## src/rtl/fft_readout_if.sv

```systemverilog
// Signal bundle between the fft output stage, the readout block and the MCU/SPI stream sink.
interface fft_readout_if #(
  parameter int width = 16
);
  logic               fft_done;
  logic [2*width-1:0] fft_wd;
  logic [2*width-1:0] out_data;
  logic               out_valid;
  logic               out_ready;
  logic               out_first;
  logic               out_last;
  logic               busy;
  logic               fft_restart;
  logic               overrun;

  modport master (
    input  fft_done, fft_wd, out_ready,
    output out_data, out_valid, out_first, out_last, busy, fft_restart, overrun
  );

  modport slave (
    output fft_done, fft_wd, out_ready,
    input  out_data, out_valid, out_first, out_last, busy, fft_restart, overrun
  );
endinterface

```

## src/rtl/fft_readout.sv

```systemverilog
// Captures the lower half of an fft frame, buffers |X[k]|^2 per bin and streams the
// magnitudes out with first/last framing, then requests an fft restart.
module fft_readout #(
  parameter int width = 16,
  parameter int N_2   = 5
) (
  input logic          clk,
  input logic          reset,
  fft_readout_if.master bus
);
  localparam int HALF = 2 ** (N_2 - 1);
  localparam int IW   = N_2 - 1;

  typedef enum logic [1:0] {IDLE, CAPTURE, DRAIN, STREAM} state_t;

  state_t             state;
  logic               done_q;
  logic               rise;
  logic               capture;
  logic [IW-1:0]      cap_idx;
  logic [IW-1:0]      cap_sel;
  logic [N_2-1:0]     rd_idx;

  logic signed [width-1:0]   re_p0, im_p0;
  logic signed [2*width-1:0] re_sq_p1, im_sq_p1;
  logic [IW-1:0]             idx_p1;
  logic                      vld_p1;
  logic [2*width-1:0]        buffer [HALF];

  logic [2*width-1:0] out_data;
  logic               out_valid, out_first, out_last, fft_restart, overrun;

  function automatic logic signed [2*width-1:0] sq(input logic signed [width-1:0] a);
    logic signed [2*width-1:0] ax;
    ax = a;
    return ax * ax;
  endfunction

  // Sum of two squares peaks at 2^(2*width-1), so it always fits unsigned without saturation.
  function automatic logic [2*width-1:0] mag_sum(input logic signed [2*width-1:0] a,
                                                 input logic signed [2*width-1:0] b);
    return $unsigned(a) + $unsigned(b);
  endfunction

  assign rise    = bus.fft_done & ~done_q;
  assign re_p0   = bus.fft_wd[2*width-1:width];
  assign im_p0   = bus.fft_wd[width-1:0];
  assign capture = ((state == IDLE) && rise) || ((state == CAPTURE) && bus.fft_done);
  assign cap_sel = (state == CAPTURE) ? cap_idx : '0;

  // Stage 1: component squares
  always_ff @(posedge clk) begin
    if (capture) begin
      re_sq_p1 <= sq(re_p0);
      im_sq_p1 <= sq(im_p0);
      idx_p1   <= cap_sel;
    end
  end

  // Stage 2: magnitude into the bin buffer
  always_ff @(posedge clk) begin
    if (vld_p1) buffer[idx_p1] <= mag_sum(re_sq_p1, im_sq_p1);
  end

  always_ff @(posedge clk) begin
    if (!reset) begin
      state       <= IDLE;
      done_q      <= 1'b0;
      cap_idx     <= '0;
      rd_idx      <= '0;
      vld_p1      <= 1'b0;
      out_data    <= '0;
      out_valid   <= 1'b0;
      out_first   <= 1'b0;
      out_last    <= 1'b0;
      fft_restart <= 1'b0;
      overrun     <= 1'b0;
    end else begin
      done_q      <= bus.fft_done;
      vld_p1      <= capture;
      fft_restart <= 1'b0;
      case (state)
        IDLE: begin
          if (rise) begin
            cap_idx <= IW'(1);
            state   <= CAPTURE;
          end
        end
        CAPTURE: begin
          if (!bus.fft_done) begin
            overrun <= 1'b1;
            state   <= IDLE;
          end else begin
            cap_idx <= cap_idx + 1'b1;
            if (cap_idx == '1) state <= DRAIN;
          end
        end
        DRAIN: begin
          // The last bin lands in the buffer at the end of this cycle.
          if (rise) overrun <= 1'b1;
          rd_idx <= '0;
          state  <= STREAM;
        end
        STREAM: begin
          if (rise) overrun <= 1'b1;
          if (!out_valid || bus.out_ready) begin
            if (out_valid && out_last) begin
              out_valid   <= 1'b0;
              out_first   <= 1'b0;
              out_last    <= 1'b0;
              fft_restart <= 1'b1;
              state       <= IDLE;
            end else if (!rd_idx[N_2-1]) begin
              out_data  <= buffer[rd_idx[IW-1:0]];
              out_valid <= 1'b1;
              out_first <= (rd_idx == '0);
              out_last  <= (rd_idx[IW-1:0] == '1);
              rd_idx    <= rd_idx + 1'b1;
            end
          end
        end
        default: state <= IDLE;
      endcase
    end
  end

  assign bus.out_data    = out_data;
  assign bus.out_valid   = out_valid;
  assign bus.out_first   = out_first;
  assign bus.out_last    = out_last;
  assign bus.fft_restart = fft_restart;
  assign bus.overrun     = overrun;
  assign bus.busy        = (state != IDLE);
endmodule

```

## src/flat_wrapper.sv

```systemverilog
// flat-port wrapper written by rule: the top's interface ports become plain ports
module fft_readout_flat 
#(
  parameter int width = 16,
  parameter int N_2   = 5
)
  (clk, reset, bus_fft_done, bus_fft_wd, bus_out_ready, bus_out_data, bus_out_valid, bus_out_first, bus_out_last, bus_busy, bus_fft_restart, bus_overrun);
  fft_readout_if #(.width(width)) bus_i ();
  input logic clk;
  input logic reset;
  input wire logic [$bits(bus_i.fft_done)-1:0] bus_fft_done;
  input wire logic [$bits(bus_i.fft_wd)-1:0] bus_fft_wd;
  input wire logic [$bits(bus_i.out_ready)-1:0] bus_out_ready;
  output wire logic [$bits(bus_i.out_data)-1:0] bus_out_data;
  output wire logic [$bits(bus_i.out_valid)-1:0] bus_out_valid;
  output wire logic [$bits(bus_i.out_first)-1:0] bus_out_first;
  output wire logic [$bits(bus_i.out_last)-1:0] bus_out_last;
  output wire logic [$bits(bus_i.busy)-1:0] bus_busy;
  output wire logic [$bits(bus_i.fft_restart)-1:0] bus_fft_restart;
  output wire logic [$bits(bus_i.overrun)-1:0] bus_overrun;
  assign bus_i.fft_done = bus_fft_done;
  assign bus_i.fft_wd = bus_fft_wd;
  assign bus_i.out_ready = bus_out_ready;
  assign bus_out_data = bus_i.out_data;
  assign bus_out_valid = bus_i.out_valid;
  assign bus_out_first = bus_i.out_first;
  assign bus_out_last = bus_i.out_last;
  assign bus_busy = bus_i.busy;
  assign bus_fft_restart = bus_i.fft_restart;
  assign bus_overrun = bus_i.overrun;
  fft_readout #(.width(width), .N_2(N_2)) u_core (.clk(clk), .reset(reset), .bus(bus_i));
endmodule
```

## config.mk

```make
export PLATFORM = sky130hd
export DESIGN_NAME = fft_readout_flat
export DESIGN_NICKNAME = d
export VERILOG_FILES = /design/src/rtl/fft_readout_if.sv /design/src/rtl/fft_readout.sv /design/src/flat_wrapper.sv
export SDC_FILE = /design/constraint.sdc
export NUM_CORES = 2
export LEC_CHECK = 0
export CORE_MARGIN = 8
export CORE_UTILIZATION = 40
export CTS_CLUSTER_SIZE = 16
export DETAILED_ROUTE_END_ITERATION = 10
export PLACE_DENSITY = 0.55
export SKIP_LAST_GASP = 1
export SLEW_MARGIN = 15
export SYNTH_ARGS = -nofsm -noshare
export SYNTH_HDL_FRONTEND = slang
export SYNTH_SLANG_ARGS = --single-unit
```

## constraint.sdc

```tcl
create_clock -name clk -period 23.9 [get_ports clk]
set_clock_uncertainty 0.05 [all_clocks]
set_input_delay 4.78 -clock clk [delete_from_list [all_inputs] [get_ports clk]]
set_output_delay 4.78 -clock clk [all_outputs]
set_load 0.03 [all_outputs]
```

==> metrics.md <==
| Metric | Value |
|---|---|
| Ys flop type | `edfxtp_1` |
| Commonest non-fill, non-tap cells in the layout | `642 x inv_1, 578 x edfxtp_1, 467 x fa_1` |
| CP Class | `primary input to register` |
| Final Cell Area | `47,050 um2` |
| Nets | `approximately 4,000` |
| Most common cell after layout, fill and taps aside | `inv_1` |
| Fin. Hold Viols | `0` |
| CTS tree | `done` |
| CTS Root Cell | `clkbuf_16` |
| Worst R2R Start | `u_core.re_sq_p1[14]` |
| Post-synth EDFFs | `578` |
| Met1 Wirelength | `38,020 um` |
| Fin cells | `4,694` |
| Vias per inst | `5.016` |
| Peak Freq | `approximately 0.085 GHz` |
| # setup viols final | `0` |
| Clock Latency Late Sink | `600 ps` |
| Fin. max-slew vios | `0` |
| Via Count | `23,540` |
| Crit end category | `register` |
| Initial Util | `40.19%` |
| Die width | `approximately 340 um` |
| Post-Syn Instances | `roughly 3,200` |
| HP Start | `u_core.bus.out_data[14]` |
| Post-DP HPWL | `63,600 um` |
| Total GRT Usage | `16.23%` |
| Detailed Route WL | `92,900 um` |
| Uppermost layer routed | `met4` |
| Layout cell share with drive strength beyond 1 | `11.21%` |
| Period utilization | `49.19%` |
| Fillers | `9,495` |
| WL/cell | `19.79 um` |
| Vias in the first global route | `between 20,000 and 30,000` |
| Hold Crit Class | `register to register` |
| Metal2 WL | `50,000 um` |
| Slew Limit Headroom | `22.57%` |
| DRC viols | `0` |
| CTS Sinks | `628` |
| RSZ-0062 raised after global routing | `false` |
| Post-synth ARST share | `0%` |
| Clock transition at the registers of the reported paths | `60 ps` |
| First-pass GRT wire length | `146,800 um` |
| Critical path origin | `bus_fft_wd[31]` |
| Mapped Avg Cell Area | `13.34 um2` |
| Post-Place Cell Area | `around 45,000 um2` |
| Worst EP required | `24,200 ps` |
| Tmin final | `~12,000 ps` |
| Startpoint Class | `primary input` |
| Initial antenna violation count | `3` |
| H-tree levels | `3` |
| # port buffers | `73` |
| Drt first pass iters | `5` |
| Core area | `about 100,000 um2` |
| Antenna Nets Post-Route | `0` |
| Die Ht | `340.8 um` |
| Post-synthesis sequential area ratio | `43.52%` |
| Synth Warn # | `0` |
| Final GP Congestion | `approximately 0.79` |
| Total grt overflow | `0` |
| Arrival @ worst endpoint | `12,050 ps` |
| Total CTS buffers | `70` |
| Syn_nets | `3,871` |
| Cts repair resizes | `0` |
| Cts hold-fix bufs | `0` |
| Critical path fanouts, max | `16` |
| DP Cell Count | `4,567` |
| Slew @ Worst Pin | `1157 ps` |
| Final setup TNS | `0 ps` |
| Unique masters post-synth | `68` |
| WL met3 | `3253 um` |
| Num rows | `119` |
| Setup repair bufs after CTS | `0` |
| Iter 0 DRT Violations | `1,473` |
| Outcome | `finished clean` |
| P&R area growth vs syn | `11.52%` |
| Fin worst setup slack | `12,140 ps` |
| Die Area | `116,100 um2` |
| Pre-CTS WS | `11,650 ps` |
| I/O Pins | `74` |
| Max-Cap Viols | `0` |
| Synth Cell Area | `42,190 um2` |
| Clk buf depth | `3` |
| Largest net degree at the start of global routing | `between 60 and 70` |
| Synthesized flop and latch total | `628` |
## registers in the layout, summed over array words and instances (netlist names)
register,count
u_core.state,2
u_core.buffer,512
u_core.im_sq_p1,31
u_core.vld_p1,1
u_core.bus.out_data,32
u_core.rd_idx,5
u_core.bus.out_last,1
u_core.bus.out_valid,1
u_core.re_sq_p1,31
u_core.bus.out_first,1
u_core.bus.overrun,1
u_core.cap_idx,4
u_core.done_q,1
u_core.idx_p1,4
u_core.bus.fft_restart,1
## area by class of cell
class / count / area [um2] / area share, %
antenna: 1 / 2.502 / 0.005319
clock buffer: 86 / 1884 / 4.005
timing repair buffer: 117 / 1056 / 2.245
sequential: 628 / 18370 / 39.04
inverter: 642 / 2410 / 5.122
tap: 1391 / 1740 / 3.699
clock inverter: 39 / 362.8 / 0.7713
multi-input combinational: 1790 / 21220 / 45.11
## synthesized netlist by cell type, types with 12 or more instances
cell type	instances	area [um2]
nor3_1	24	120.1
buf_1	15	56.30
nand3_1	28	140.1
xnor2_1	75	656.9
nand2b_1	20	125.1
clkbuf_1	76	285.3
a21boi_0	39	292.8
mux4_2	160	3603
and2_1	98	613.1
o21ai_0	32	160.2
inv_1	642	2410
ha_1	205	2565
a211oi_1	12	90.09
and3_1	15	93.84
nand2_1	247	927.1
dfxtp_1	50	1001
a21oi_1	62	310.3
nor2b_1	13	81.33
o21a_1	14	105.1
a21o_1	24	180.2
nor2_1	115	431.7
edfxtp_1	578	17360
o21bai_1	12	90.09
xor2_1	29	254.0
fa_1	467	9349
## metal layers
| metal | vias to the layer above | GRT usage (%) |
|---|---|---|
| met4 | 0 | 3.786 |
| li1 | 10780 | - |
| met2 | 407 | 30.24 |
| met1 | 12260 | 20.32 |
| met3 | 93 | 1.481 |
| met5 | - | 0 |
## worst paths after layout
kind	slack (ps)	cells past startpoint	endpoint
max	12140	20	u_core.re_sq_p1[26]
min	410	2	u_core.bus.out_data[14]
min reg2reg	410	2	u_core.bus.out_data[14]
max reg2reg	20320	9	u_core.buffer[9][29]
## critical path, cell delays in order
cell and delay, ps:
clkdlybuf4s50_1 940, inv_1 480, nor2_1 300, fa_1 600
fa_1 850, fa_1 520, fa_1 500, fa_1 490
inv_1 50, fa_1 470, inv_1 40, ha_1 340
a21oi_1 240, a21oi_1 110, a311oi_1 410, o2111ai_1 270
and2_1 230, a21o_1 170, a21oi_1 170, xnor2_1 80
## cells by family (layout without fill, tap and decap cells)
group | after synthesis | count (layout) | synth area share, %
buf+inv | 745 | 884 | 6.664
fa+ha+maj | 672 | 672 | 28.24
flops | 628 | 628 | 43.52
simple gates | 592 | 592 | 6.537
compound gates | 258 | 258 | 4.247
mux | 164 | 164 | 8.637
xor+xnor | 104 | 104 | 2.159
other cells | 0 | 1 | 0
## stage by stage
step	util, %	hold WS (ps)
floorplan	-	430.8
global placement	42.63	403.5
detailed placement	42.63	411.7
CTS	44.77	419.4
global route	44.82	434.0
finish	44.82	411.8
Power is not shown: default switching activity piles up to over one toggle a cycle in this logic, so the estimate is an artifact.
